File: src/rtl/fetch_pc_unit_pkg.sv
// Types and defaults shared by the fetch unit and its decode/branchCtrl neighbours.
package fetch_pc_unit_pkg;

  localparam int unsigned FETCH_PC_W     = 8;
  localparam int unsigned FETCH_INSTR_W  = 16;
  localparam int unsigned FETCH_RESET_PC = 0;

  typedef enum logic {
    FETCH,
    DRAIN
  } fetch_state_e;

endpackage

File: src/rtl/fetch_fifo.sv
// Instruction FIFO between fetch and decode: registered head, sync clear, wrap-around pointers.
module fetch_fifo #(
  parameter int unsigned DEPTH = 2,
  parameter int unsigned W     = 24
) (
  input  logic                       clk,
  input  logic                       rst,
  input  logic                       clr_i,
  input  logic                       push_i,
  input  logic [W-1:0]               wdata_i,
  input  logic                       pop_i,
  output logic [W-1:0]               rdata_o,
  output logic                       valid_o,
  output logic [$clog2(DEPTH):0]     count_o
);

  localparam int unsigned AW = $clog2(DEPTH);
  localparam int unsigned CW = AW + 1;

  logic [W-1:0]  mem_q [DEPTH];
  logic [AW-1:0] wr_ptr_q, rd_ptr_q;
  logic [CW-1:0] count_q;
  logic          do_push, do_pop;

  assign do_pop  = pop_i && (count_q != '0);
  // A pop in the same cycle makes room for a push into a full FIFO.
  assign do_push = push_i && ((count_q != CW'(DEPTH)) || do_pop);

  always_ff @(posedge clk) begin
    if (rst || clr_i) begin
      wr_ptr_q <= '0;
      rd_ptr_q <= '0;
      count_q  <= '0;
    end else begin
      if (do_push) wr_ptr_q <= wr_ptr_q + AW'(1);
      if (do_pop)  rd_ptr_q <= rd_ptr_q + AW'(1);
      case ({do_push, do_pop})
        2'b10:   count_q <= count_q + CW'(1);
        2'b01:   count_q <= count_q - CW'(1);
        default: count_q <= count_q;
      endcase
    end
  end

  always_ff @(posedge clk) begin
    if (do_push) mem_q[wr_ptr_q] <= wdata_i;
  end

  assign rdata_o = mem_q[rd_ptr_q];
  assign valid_o = (count_q != '0);
  assign count_o = count_q;

endmodule

File: src/rtl/fetch_pc_unit.sv
// Program counter and instruction fetch: one outstanding imem request, FIFO toward decode,
// redirect on taken branch/jump with flush and draining of a stale in-flight response.
module fetch_pc_unit
  import fetch_pc_unit_pkg::*;
#(
  parameter int unsigned PC_W     = FETCH_PC_W,
  parameter int unsigned INSTR_W  = FETCH_INSTR_W,
  parameter int unsigned DEPTH    = 2,
  parameter int unsigned RESET_PC = FETCH_RESET_PC
) (
  input  logic               clk,
  input  logic               rst,
  output logic               imem_req,
  output logic [PC_W-1:0]    imem_addr,
  input  logic               imem_ack,
  input  logic [INSTR_W-1:0] imem_rdata,
  input  logic               br_en,
  input  logic               br_taken,
  input  logic [PC_W-1:0]    br_target,
  input  logic               jmp_en,
  input  logic [PC_W-1:0]    jmp_target,
  output logic               id_valid,
  input  logic               id_ready,
  output logic [INSTR_W-1:0] id_instr,
  output logic [PC_W-1:0]    id_pc,
  output logic               flush
);

  localparam int unsigned CW = $clog2(DEPTH) + 1;
  localparam int unsigned EW = INSTR_W + PC_W;

  fetch_state_e  state_q;
  logic [PC_W-1:0] pc_q, req_addr_q;
  logic          outst_q;

  logic            redirect;
  logic [PC_W-1:0] target;
  logic            issue, ack_v, push, pop;
  logic [CW-1:0]   fifo_count;
  logic [EW-1:0]   fifo_head;

  assign redirect = !rst && (jmp_en || (br_en && br_taken));
  assign target   = jmp_en ? jmp_target : br_target;
  assign flush    = redirect;

  // New requests only from FETCH with nothing in flight; a redirect cycle never
  // issues so the target is fetched next cycle rather than the stale pc.
  assign issue = !rst && (state_q == FETCH) && !outst_q && !redirect
              && (fifo_count < CW'(DEPTH));
  assign ack_v = imem_ack && outst_q;
  assign push  = ack_v && (state_q == FETCH) && !redirect;
  assign pop   = id_valid && id_ready;

  assign imem_req  = !rst && (outst_q || issue);
  assign imem_addr = outst_q ? req_addr_q : pc_q;

  always_ff @(posedge clk) begin
    if (rst) begin
      state_q    <= FETCH;
      pc_q       <= PC_W'(RESET_PC);
      req_addr_q <= PC_W'(RESET_PC);
      outst_q    <= 1'b0;
    end else begin
      if (issue) begin
        pc_q       <= pc_q + PC_W'(1);
        req_addr_q <= pc_q;
        outst_q    <= 1'b1;
      end else if (ack_v) begin
        outst_q    <= 1'b0;
      end
      if (redirect) begin
        pc_q    <= target;
        state_q <= (outst_q && !imem_ack) ? DRAIN : FETCH;
      end else if ((state_q == DRAIN) && ack_v) begin
        state_q <= FETCH;
      end
    end
  end

  fetch_fifo #(
    .DEPTH (DEPTH),
    .W     (EW)
  ) u_fifo (
    .clk     (clk),
    .rst     (rst),
    .clr_i   (redirect),
    .push_i  (push),
    .wdata_i ({imem_rdata, req_addr_q}),
    .pop_i   (pop),
    .rdata_o (fifo_head),
    .valid_o (id_valid),
    .count_o (fifo_count)
  );

  assign id_instr = fifo_head[EW-1:PC_W];
  assign id_pc    = fifo_head[PC_W-1:0];

endmodule
File: config.mk
export PLATFORM = sky130hd
export DESIGN_NAME = fetch_pc_unit
export DESIGN_NICKNAME = d
export VERILOG_FILES = /design/src/rtl/fetch_pc_unit_pkg.sv /design/src/rtl/fetch_fifo.sv /design/src/rtl/fetch_pc_unit.sv
export SDC_FILE = /design/constraint.sdc
export NUM_CORES = 1
export LEC_CHECK = 0
export BUFFER_PORTS_ARGS = -buffer_cell sky130_fd_sc_hd__buf_2
export CAP_MARGIN = 20
export CORE_MARGIN = 4
export CORE_UTILIZATION = 26
export DETAILED_ROUTE_END_ITERATION = 10
export REMOVE_ABC_BUFFERS = 1
export SLEW_MARGIN = 20
export SYNTH_ARGS = -nofsm -noshare
export SYNTH_HDL_FRONTEND = slang
export SYNTH_SLANG_ARGS = --single-unit
File: constraint.sdc
create_clock -name clk -period 2.5 [get_ports clk]
set_input_delay 0.5 -clock clk [delete_from_list [all_inputs] [get_ports clk]]
set_output_delay 0.5 -clock clk [all_outputs]
set_load 0.005 [all_outputs]
======== Word level (Yosys, flattened, before mapping) ========
Memory sizes are Yosys's and may differ from the RTL's. A register that Yosys moved wholly into a read port is not among the register bits.
Cells that the tools add are included.
operators by class
  bitwise operators ....................... 1
  reductions and logical operators ........ 28
  equality and inequality tests ........... 3
  mux-type cells .......................... 14
  $add $sub $neg .......................... 5
  magnitude comparators ................... 1
operators with widths
  operator             count
  $mux 8               4
  $logic_and 1x1->1    15
  $reduce_bool 2->1    5
  $mux 1               9
  $add 8x1->8 const B  1
  $logic_not 1->1      4
  $logic_or 1x1->1     4
  $pmux 2 s2           1
  $add 1x1->1 const B  2
  $add 2x1->2 const B  1
  $eq 2x1->1 const B   1
  $eq 2x2->1 const B   1
  $lt 2x2->1 const B   1
  $ne 2x2->1 const B   1
  $sub 2x1->2 const B  1
  $not 1->1            1
word-level totals
  bits in writable memories ............... 48
  memories ................................ 1
  output and inout bits ................... 35
  flip-flop bits (word level) ............. 22
  input port bits ......................... 39
  logic and storage cells ................. 60
memories
  name          words  bits a word  rd ports  clocked after Yosys merged registers in  write ports  RTL line          source
  u_fifo.mem_q  2      24           1         1                                        1            fetch_fifo.sv:20  logic [W-1:0] mem_q [DEPTH];

======== Logic depth before layout (Yosys ltp) ========
Gate-level depths: netlist (run 1).
  word-level depth ........................ 8
  gate-level depth with buffers ........... 6
  gate-level depth less buffers ........... 5

======== By module ========
Synthesis (run 1) repeated with hierarchy kept, for this count alone.
unflattened totals
  cell total of the unflattened synthesis .. 227
  area total of the unflattened synthesis .. 3000.4 um^2
modules (own cells, without submodules)
  module         instances  seq. area each (um^2)  area an instance (um^2)  cells each
  fetch_fifo     1          1541.5                 1989.4                   106
  fetch_pc_unit  1          360.3                  1011.0                   121

======== Worst setup path after synthesis (run 1) ========
Ideal clock, no wire load.
  path type ............................... input-to-reg
  start ................................... in br_en
  end ..................................... mem u_fifo.mem_q[1][0] (enable)
  required time ........................... 2.095 ns
  slack ................................... 0.007 ns
  data arrival time ....................... 2.089 ns
  library setup time ...................... 0.405 ns
  path buffers ............................ 1
  cell stages on the path ................. 4
  path through ............................ a21oi_2 buf_2 o21ai_0 nor2_1
on the way
  longest elaborated chain between the ends .. 8
RTL lines
  item                          RTL line             source
  start: declaration            fetch_pc_unit.sv:17  input logic br_en,
  $logic_and 1x1->1             fetch_pc_unit.sv:42  assign redirect = !rst && (jmp_en || (br_en && br_taken));
  $logic_or 1x1->1              fetch_pc_unit.sv:42
  $logic_and 1x1->1             fetch_pc_unit.sv:42
  $logic_not 1->1               fetch_pc_unit.sv:51  assign push = ack_v && (state_q == FETCH) && !redirect;
  $logic_and 1x1->1             fetch_pc_unit.sv:51
  $logic_and 1x1->1             fetch_fifo.sv:27     assign do_push = push_i && ((count_q != CW'(DEPTH)) || do_pop);
  $mux 1                        fetch_fifo.sv:46     if (do_push) mem_q[wr_ptr_q] <= wdata_i;
  $mux 1 (implied by the code)  fetch_fifo.sv:46
  end: declaration              fetch_fifo.sv:20
Every way passes these cells.

======== Worst setup path after layout (run 1) ========
  start ................................... reg u_fifo.count_q[1] (netlist: u_fifo.count_o[1])
  end ..................................... out imem_req
on the way
  longest elaborated chain between the ends .. 4
RTL lines
  item                      RTL line             source
  start: declaration        fetch_fifo.sv:22     logic [CW-1:0] count_q;
  start signal: assignment  fetch_fifo.sv:38     2'b10: count_q <= count_q + CW'(1);
  start signal: assignment  fetch_fifo.sv:39     2'b01: count_q <= count_q - CW'(1);
  start signal: assignment  fetch_fifo.sv:40     default: count_q <= count_q;
  $lt 2x2->1                fetch_pc_unit.sv:49  && (fifo_count < CW'(DEPTH));
  $logic_and 1x1->1         fetch_pc_unit.sv:49
  $logic_or 1x1->1          fetch_pc_unit.sv:54  assign imem_req = !rst && (outst_q || issue);
  $logic_and 1x1->1         fetch_pc_unit.sv:54
  end: declaration          fetch_pc_unit.sv:13  output logic imem_req,
Every way passes these cells.

==> impl_metrics.tcl, run 1 <==
set metrics [dict create \
    cts_buffer_depth 2 \
    grt_pass1_wl_um 9590 \
    period_share 0.842 \
    power_frac_comb 0.070 \
    layout_common_cells "73 x buf_2, 48 x edfxtp_1, 32 x mux2_2" \
    worst_slew_pin_slew_ns 0.387 \
    synth_warnings 0 \
    clkPwrFrac 0.466 \
    std_cell_rows 38 \
    chipWidth_um 115 \
    cts_sinks 71 \
    num_vias 1964 \
    die_h_um 115 \
    drive_above_1_share 0.436 \
    hold_path.class "input pin to flop" \
    synthArstFlopShare 0 \
    synthFlopType "edfxtp_1" \
    endpoint_kind "output pin" \
    track_usage 0.0964 \
    finalSetupTns_ns 0 \
    fin_skew_ns 0.00562 \
    n_antenna_cell 0 \
    layout_min_cycle_time_ns 2.11 \
    synth_edf_count 48 \
    grt_pass1_vias 1941 \
    cts_buffers 9 \
    synthesis.area_sq_mm 0.00297 \
    r2r-start "outst_q" \
    maxSlewViolCount 0 \
    wl_per_cell_um 14.0 \
    dp_cells 431 \
    hold_viol 0 \
    routabilityCongestion 0.728 \
    syn_avg_cell_area_sq_um 13.4 \
    critPathMaxFanout 9 \
    power.density_mw_per_mm2 741 \
    hp-start "imem_rdata[0]" \
    start_util 0.269 \
    fin_nets 342 \
    worstPathRequired_ns 2.00 \
    status "finished clean" \
    finalSetupViolCount 0 \
    postCtsSetupBuffers 0 \
    seqPwrFrac 0.463 \
    antenna_found_initial 0 \
    ctsRootBufferMaster "clkbuf_16" \
    totalWireLength_um 6240 \
    critical_path_arrival_ns 1.61 \
    port_buffers 73 \
    fmax_mhz 475 \
    ys_seq_elements 71 \
    syn_inst 221 \
    io_pins 74 \
    rsz0062_at_grt "no" \
    worstSkewPairLatency_ns 0.32 \
    setup.worst_path.start "u_fifo.count_o[1]" \
    layout.cells.most_common "buf_2" \
    ys_types 36 \
    relSlewSlack 0.741 \
    power.leakage_uw 0.00143 \
    criticalPathCategory "flop to output pin" \
    hpwl_um 4420 \
    vdd_drop_max_v 0.000405 \
    p_sw_uw 589 \
    syn2layout_area_growth_pct 28.9 \
    drc_errors 0 \
    cts_resized 0 \
    fin_area_sq_mm 0.00383 \
    htreeDepth 3 \
    swShare 0.208 \
    final_cells 447 \
    intPower_uw 2250 \
    start_kind "flop" \
    ys_seq_area_frac 0.641 \
    die-area_sq_mm 0.0132 \
    vias_per_cell 4.39 \
    dr.pass1.iters 4 \
    grt_max_degree 25 \
    nFillCells 1098 \
    cts-hold-fix-buffers 0 \
    overflow 0 \
    drv_cap 0 \
    drtAntennaViolNets 0 \
    dpl-instance-area_sq_mm 0.00351 \
    clk_pin_slew_ns 0.06 \
    drt_iter0_drc 95 \
    core-area_sq_mm 0.0110 \
    cts_tree "built" \
]
[per-layer routing]
layer  part of all wire  track usage
met1               0.43        0.116
met4              0.018       0.0501
met5                  0            0
met2               0.46        0.154
met3              0.087       0.0321
[through the flow]
step / utilization / power [uW] / worst slack [ns] / hold slack [ns]
after floorplan: - / 1430 / -0.216 / 0.442
after global routing: 0.347 / 2950 / 0.247 / 0.351
after CTS: 0.347 / 2870 / 0.366 / 0.350
final: 0.347 / 2840 / 0.395 / 0.364
after detailed placement: 0.319 / 1540 / 0.484 / 0.467
after global placement: 0.319 / 1540 / 0.511 / 0.456
[registers in the layout, indices dropped and copies added (netlist names), named ones only]
register and flops:
state_q 1, req_addr_q 8, outst_q 1, u_fifo.mem_q 48, u_fifo.count_o 2, pc_q 8, u_fifo.wr_ptr_q 1, u_fifo.rd_ptr_q 1
[worst max-delay path, cell delays in order (launching register included)]
cell and delay, ns:
dfxtp_1 0.42, nor3_4 0.38, and2_1 0.20, nor2_1 0.06, nor2_1 0.11, buf_2 0.12
[synthesized netlist by cell type (3+ instances only)]
master    number  area [sq um]
a211oi_1      11          82.6
a21oi_1       14          70.1
buf_2          6          30.0
clkbuf_1       3          11.3
dfxtp_1       23           460
edfxtp_1      48          1440
mux2_2        32           360
mux2i_1        4          40.0
nand2_1       23          86.3
nand3_1        5          25.0
nor2_1        13          48.8
nor2b_1        4          25.0
xor2_1         7          61.3
[final timing paths]
kind / cells past startpoint / to / slack, ns
max: 5 / imem_req / 0.39
max reg2reg: 5 / u_fifo.mem_q[1][16] / 0.51
min reg2reg: 0 / u_fifo.mem_q[1][6] / 0.48
min: 1 / u_fifo.mem_q[0][8] / 0.36
[final cells by class]
cell class	count	area [sq um]	share of cell area
clock inverter	7	87.6	0.0229
inverter	2	7.51	0.00196
tap	140	175	0.0458
clock buffer	9	225	0.0588
multi-input combinational	138	1010	0.264
timing repair buffer	80	418	0.109
sequential	71	1900	0.497
[power groups by stage]
stage | combinational, uW | sequential, uW | clock [uW]
floorplan | 99.8 | 1330 | 0
global placement | 200 | 1340 | 0
detailed placement | 203 | 1340 | 0
CTS | 205 | 1310 | 1350
global route | 226 | 1320 | 1400
finish | 200 | 1310 | 1320
[kinds of logic after synthesis]
group,share of synthesized area
adders and majority gates,0.00421
AOI/OAI and AO/OA,0.0708
and+or+nand+nor,0.103
DFF,0.641
xor gates and xnor gates,0.0266
buffers and inverters,0.0202
muxes,0.135
No activity file was read; power rests on OpenSTA's default activity.
==> run 2, diff against run 1 <==
Settings changed: ABC_AREA from default to 1.
Clock period 2.5 ns to 2.1 ns, I/O delays scaled along.
==> run 2 against run 1 <==
- clock-buffer cell count up 1
- wire length up 3.3%
- total power up 20%
- critical path type unchanged
- sequential power up 18%
- register-to-register slack better by 0.13 ns
- global-route usage down 0.18 points
- worst setup slack worse by 0.19 ns
- highest routed layer unchanged
==> impl_metrics.tcl, run 2 <==
set metrics [dict create \
    rsz0062_at_grt "no" \
    dpl-instance-area_sq_mm 0.00368 \
    drc_errors 0 \
    syn_inst 270 \
    fmax_mhz 527 \
    vias_per_cell 4.39 \
    layout.cells.most_common "buf_2" \
    slowest_delay_ns 0.39 \
    rr_worst_depth 5 \
    core-area_sq_mm 0.0116 \
    start_kind "flop" \
    reg2reg_to "u_fifo.mem_q[1][20]" \
    crit_end "id_pc[4]" \
    hold_viol 0 \
    worstSkewPairLatency_ns 0.32 \
    hold_path.class "input pin to flop" \
    drive_above_1_share 0.400 \
    std_cell_rows 39 \
    cts_buffer_depth 2 \
    ys_types 32 \
    cts_tree "built" \
    fin_area_sq_mm 0.00400 \
    wl_per_cell_um 12.9 \
    final_util 0.345 \
    overflow 0 \
    largest_registers "u_fifo.mem_q x48, pc_q x8, req_addr_q x8" \
    cts-hold-fix-buffers 0 \
    preCtsSetupSlack_ns 0.286 \
    cts_sinks 71 \
    totalWireLength_um 6440 \
    synth_compound_area_frac 0.0743 \
    ctsRootBufferMaster "clkbuf_16" \
    synthAdderAreaFrac 0.00400 \
    drtAntennaViolNets 0 \
    cp.depth 3 \
    port_buffers 73 \
    final_cells 498 \
    grt_max_degree 25 \
    chipWidth_um 118 \
    cts_resized 0 \
    synthFlopType "edfxtp_1" \
    synthXorXnorAreaFrac 0.00560 \
    htreeDepth 3 \
    critical_path.top_delay_family "buffers and inverters" \
    dp_cells 482 \
    antenna_found_initial 0 \
    synth_most_common_cell "edfxtp_1" \
    die-area_sq_mm 0.0139 \
    endpoint_kind "output pin" \
    grt_pass1_vias 2108 \
    worstPathRequired_ns 1.68 \
    synth_top_family_by_area "simple AND/OR/NAND/NOR gates" \
    criticalPathCategory "flop to output pin" \
    synthArstFlopShare 0 \
    finalSetupViolCount 0 \
    critical_path_arrival_ns 1.48 \
    drv_cap 0 \
    status "finished clean" \
    vdd_drop_max_v 0.000428 \
    largest-register "u_fifo.mem_q" \
    layout_min_cycle_time_ns 1.90 \
    postCtsSetupBuffers 0 \
    num_vias 2187 \
    syn2layout_area_growth_pct 27.9 \
    maxSlewViolCount 0 \
    ys_seq_area_frac 0.608 \
    synth_top_area_share 0.460 \
    synth_simple_gate_area_share 0.166 \
    start_util 0.270 \
    relSlewSlack 0.701 \
    setup_ws_ns 0.203 \
    grt_pass1_wl_um 10500 \
    cts_buffers 9 \
    worst-path-buf-inv 2 \
    synth_area_leaders "edfxtp_1 46%, dfxtp_1 15%, mux2_2 8.6%" \
    period_share 0.903 \
    r2r_slack_ns 0.64 \
    hpwl_um 4700 \
    critPathMaxFanout 24 \
    r2r-start "outst_q" \
    largest_register_ffs 48 \
    drt_iter0_drc 90 \
    syn_avg_cell_area_sq_um 11.6 \
    fin_nets 390 \
    synthesis.area_sq_mm 0.00313 \
    ys_top_cells_by_count "48 x edfxtp_1, 47 x nand2_1, 24 x mux2_2" \
    worst_slew_pin_slew_ns 0.447 \
    die_h_um 118 \
    io_pins 74 \
    crit_slowest_cell "mux2_2" \
    routabilityCongestion 0.812 \
    ys_seq_elements 71 \
    synth_edf_count 48 \
    synthMuxAreaShare 0.0863 \
    finalPower_uw 3420 \
    layout_common_cells "73 x buf_2, 48 x edfxtp_1, 47 x nand2_1" \
    fin_skew_ns 0.00361 \
    path_cells "buf_4 > mux2_2 > buf_2" \
    clk_pin_slew_ns 0.06 \
    n_antenna_cell 0 \
    yosysTopAreaCell "edfxtp_1" \
    power.leakage_uw 0.00161 \
    dr.pass1.iters 8 \
    track_usage 0.0946 \
    power.density_mw_per_mm2 854 \
    synth_warnings 0 \
]
-- run 2: changes by cell type after synthesis, moves of 4 or more --
cell,previous run,this run
nand2_1,23,47
a211oi_1,11,0
mux2_2,32,24
o21ai_0,2,16
o21ai_1,0,7
mux2i_1,4,0
nor2b_1,4,0
xor2_1,7,2
or2_2,1,5
nand3_2,0,4
inv_1,2,21
nand3_1,5,16
o211ai_1,0,6
-- run 2: cell type report --
class	instances	area, sq um
Fill cell	1158	7610
Clock buffer	10	229
Tap cell	143	179
Clock inverter	6	92.6
Inverter	26	115
Sequential cell	71	1900
Multi-Input combinational cell	164	1060
Timing Repair Buffer	78	428
-- run 2: where the power goes --
| part | internal [uW] | switching (uW) | leakage [uW] |
|---|---|---|---|
| Sequential | 1530 | 24.2 | 0.000622 |
| Combinational | 112 | 152 | 0.000836 |
| Clock | 1050 | 555 | 0.000150 |
-- run 2: worst min path at each step --
stage | startpoint | to | cells after the start
finish | imem_rdata[4] | u_fifo.mem_q[1][12] | 1
detailed placement | req_addr_q[1] | u_fifo.mem_q[0][1] | 0
global placement | req_addr_q[1] | u_fifo.mem_q[0][1] | 0
CTS | imem_rdata[12] | u_fifo.mem_q[0][20] | 1
global route | imem_rdata[4] | u_fifo.mem_q[1][12] | 1
floorplan | req_addr_q[1] | u_fifo.mem_q[0][1] | 0
-- run 2: logic make-up after synthesis --
family | Yosys count
AO/OA/AOI/OAI | 43
XOR/XNOR | 2
adder cells (fa/ha/maj) | 1
buffers and inverters | 35
flip-flops | 71
multiplexers | 24
AND/OR/NAND/NOR | 94
-- run 2: per-stage QoR --
stage / setup TNS (ns) / hold slack (ns)
2_1_floorplan: -16.59 / 0.426
3_5_place_dp: 0 / 0.450
3_3_place_gp: 0 / 0.437
6_report: 0 / 0.283
5_1_grt: 0 / 0.265
4_1_cts: 0 / 0.265
-- run 2: per-layer routing --
layer | global-route usage | wire length (um)
met3 | 0.0404 | 473
met4 | 0.0220 | 75
met2 | 0.156 | 3010
met1 | 0.115 | 2880
met5 | 0 | 0
==> run 3, diff against run 2 <==
Settings changed: CORE_UTILIZATION 26 to 50, PLACE_DENSITY from default to 0.75, SYNTH_HIERARCHICAL from default to 1.
==> run 3 against run 2 <==
- wire length fell by 4.7%
- flip-flop and latch count did not move
- cell count fell by 11%
- non-clock buffer count rose by 1
- global-route usage rose by 7.8 points
- combinational power rose by 26%
- fmax rose by 0.52%
- die area fell by 44%
- critical path depth did not move
- clock power fell by 28%
- clock-buffer cell count did not move
- largest cell class unchanged
- highest routed layer unchanged
==> impl_metrics.tcl, run 3 <==
set metrics [dict create \
    track_usage 0.173 \
    worstPathRequired_ns 1.68 \
    std_cell_rows 28 \
    intPower_uw 2350 \
    synth_area_leaders "edfxtp_1 45%, dfxtp_1 14%, mux2_2 8.5%" \
    worstSkewPairLatency_ns 0.34 \
    postCtsSetupBuffers 0 \
    layout_common_cells "73 x buf_2, 56 x nand2_1, 48 x edfxtp_1" \
    critPathMaxFanout 24 \
    finalPower_uw 3070 \
    syn_avg_cell_area_sq_um 11.3 \
    syn2layout_area_growth_pct 21.7 \
    path_cells "buf_4 > mux2_2 > buf_2" \
    preCtsSetupSlack_ns 0.201 \
    hold_viol 0 \
    cts_buffer_depth 2 \
    vias_per_cell 5.08 \
    wl_per_cell_um 13.8 \
    power_frac_comb 0.109 \
    clk_pin_slew_ns 0.08 \
    totalWireLength_um 6140 \
    setup_ws_ns 0.213 \
    start_util 0.527 \
    finalSetupViolCount 0 \
    synthesis.area_sq_mm 0.00318 \
    worst_slew_pin_slew_ns 0.317 \
    layout_min_cycle_time_ns 1.89 \
    die-area_sq_mm 0.00769 \
    antenna_found_initial 0 \
    overflow 0 \
    largest-register "u_fifo/mem_q" \
    dr.pass1.iters 4 \
    die_h_um 87.7 \
    endpoint_kind "output pin" \
    routabilityCongestion 0.858 \
    rsz0062_at_grt "no" \
    hold_path.class "input pin to flop" \
    ys_seq_elements 71 \
    n_antenna_cell 0 \
    critical_path_arrival_ns 1.47 \
    drc_errors 0 \
    slowest_delay_ns 0.38 \
    finalSetupTns_ns 0 \
    largest_register_ffs 48 \
    drt_iter0_drc 69 \
    maxSlewViolCount 0 \
    dpl-instance-area_sq_mm 0.00365 \
    ys_types 35 \
    drtAntennaViolNets 0 \
    fmax_mhz 530 \
    chipWidth_um 87.7 \
    swShare 0.234 \
    layout.cells.most_common "buf_2" \
    drive_above_1_share 0.396 \
    synth_most_common_cell "nand2_1" \
    status "finished clean" \
    seqPwrFrac 0.516 \
    fin_nets 404 \
    hpwl_um 4490 \
    power.leakage_uw 0.00154 \
    synthFlopType "edfxtp_1" \
    ys_seq_area_frac 0.599 \
    start_kind "flop" \
    grt_pass1_wl_um 10000 \
    ctsRootBufferMaster "clkbuf_8" \
    port_buffers 73 \
    relSlewSlack 0.788 \
    p_sw_uw 720 \
    power.density_mw_per_mm2 794 \
    cts_sinks 71 \
    critical_path.top_delay_family "buffers and inverters" \
    largest_registers "u_fifo/mem_q x48, pc_q x8, req_addr_q x8" \
    ys_top_cells_by_count "56 x nand2_1, 48 x edfxtp_1, 24 x mux2_2" \
    cts_tree "built" \
    yosysTopAreaCell "edfxtp_1" \
    grt_pass1_vias 2177 \
    crit_slowest_cell "mux2_2" \
    synth_top_area_share 0.454 \
    cts_buffers 9 \
    drv_cap 0 \
    synth_edf_count 48 \
    synthArstFlopShare 0 \
    worst-path-buf-inv 2 \
    syn_inst 281 \
    clkPwrFrac 0.376 \
    io_pins 74 \
    cts-hold-fix-buffers 0 \
    num_vias 2255 \
    grt_max_degree 25 \
    core-area_sq_mm 0.00603 \
    period_share 0.899 \
    fin_skew_ns 0.00768 \
    criticalPathCategory "flop to output pin" \
    vdd_drop_max_v 0.000456 \
    cts_resized 0 \
    fin_area_sq_mm 0.00387 \
    synth_warnings 6 \
    htreeDepth 3 \
]
-- run 3: cell types whose count changed after synthesis, moves of 6 or more --
cell / change
nand2_1: +9
nor2_1: +8
nand3_1: -6
o21ai_1: -6
-- run 3: routing by layer --
metal	wire length (um)	up-vias	track usage	share of wire
met5	0	-	0	0
met4	85	0	0.0753	0.014
met3	501	8	0.0546	0.082
met2	2950	76	0.286	0.48
met1	2600	1039	0.207	0.42
li1	-	1132	-	-
-- run 3: path summary, 6_finish.rpt --
kind | from | endpoint | slack (ns) | depth (start not counted)
max | flop | id_instr[6] | 0.21 | 3
min reg2reg | req_addr_q[1] | u_fifo/mem_q[0][1] | 0.48 | 0
min | imem_rdata[7] | u_fifo/mem_q[0][15] | 0.27 | 1
max reg2reg | u_fifo/count_o[1] | u_fifo/mem_q[1][16] | 0.43 | 8
-- run 3: power groups by stage --
| stage | Combinational [uW] | Sequential (uW) | Clock [uW] |
|---|---|---|---|
| floorplan | 192 | 1610 | 0 |
| global placement | 328 | 1610 | 0 |
| detailed placement | 335 | 1620 | 0 |
| CTS | 337 | 1580 | 1180 |
| global route | 376 | 1590 | 1240 |
| finish | 333 | 1580 | 1160 |
-- run 3: layout make-up --
| class | count | area, sq um |
|---|---|---|
| well taps | 75 | 93.8 |
| multi-input cells | 179 | 1120 |
| inverters | 24 | 100 |
| clock buffers | 10 | 128 |
| clock inverters | 6 | 85.1 |
| flip-flops and latches | 71 | 1900 |
| fillers | 487 | 2160 |
| repair buffers | 79 | 435 |
-- run 3: kinds of logic (layout without fill, tap and decap cells) --
logic type / after synthesis / in the layout / synth area share
AND/OR/NAND/NOR: 102 / 102 / 0.167
flip-flops: 71 / 71 / 0.599
AO/OA/AOI/OAI: 51 / 51 / 0.0941
buffers and inverters: 31 / 119 / 0.0484
multiplexers: 24 / 24 / 0.0851
adder cells (fa/ha/maj): 1 / 1 / 0.00394
XOR/XNOR: 1 / 1 / 0.00276
-- run 3: worst register-to-register path, delay by kind of cell, from the launching register on --
kind                   cells  cell delay [ns]
buffers and inverters      3             0.40
flip-flops                 1             0.45
AND/OR/NAND/NOR            5             0.52
-- run 3: through the flow --
step | util | instances | hold slack, ns
6_report | 0.642 | 444 | 0.268
2_1_floorplan | - | 274 | 0.426
4_1_cts | 0.642 | 444 | 0.249
3_5_place_dp | 0.607 | 428 | 0.456
5_1_grt | 0.642 | 444 | 0.245
3_3_place_gp | 0.607 | 428 | 0.439
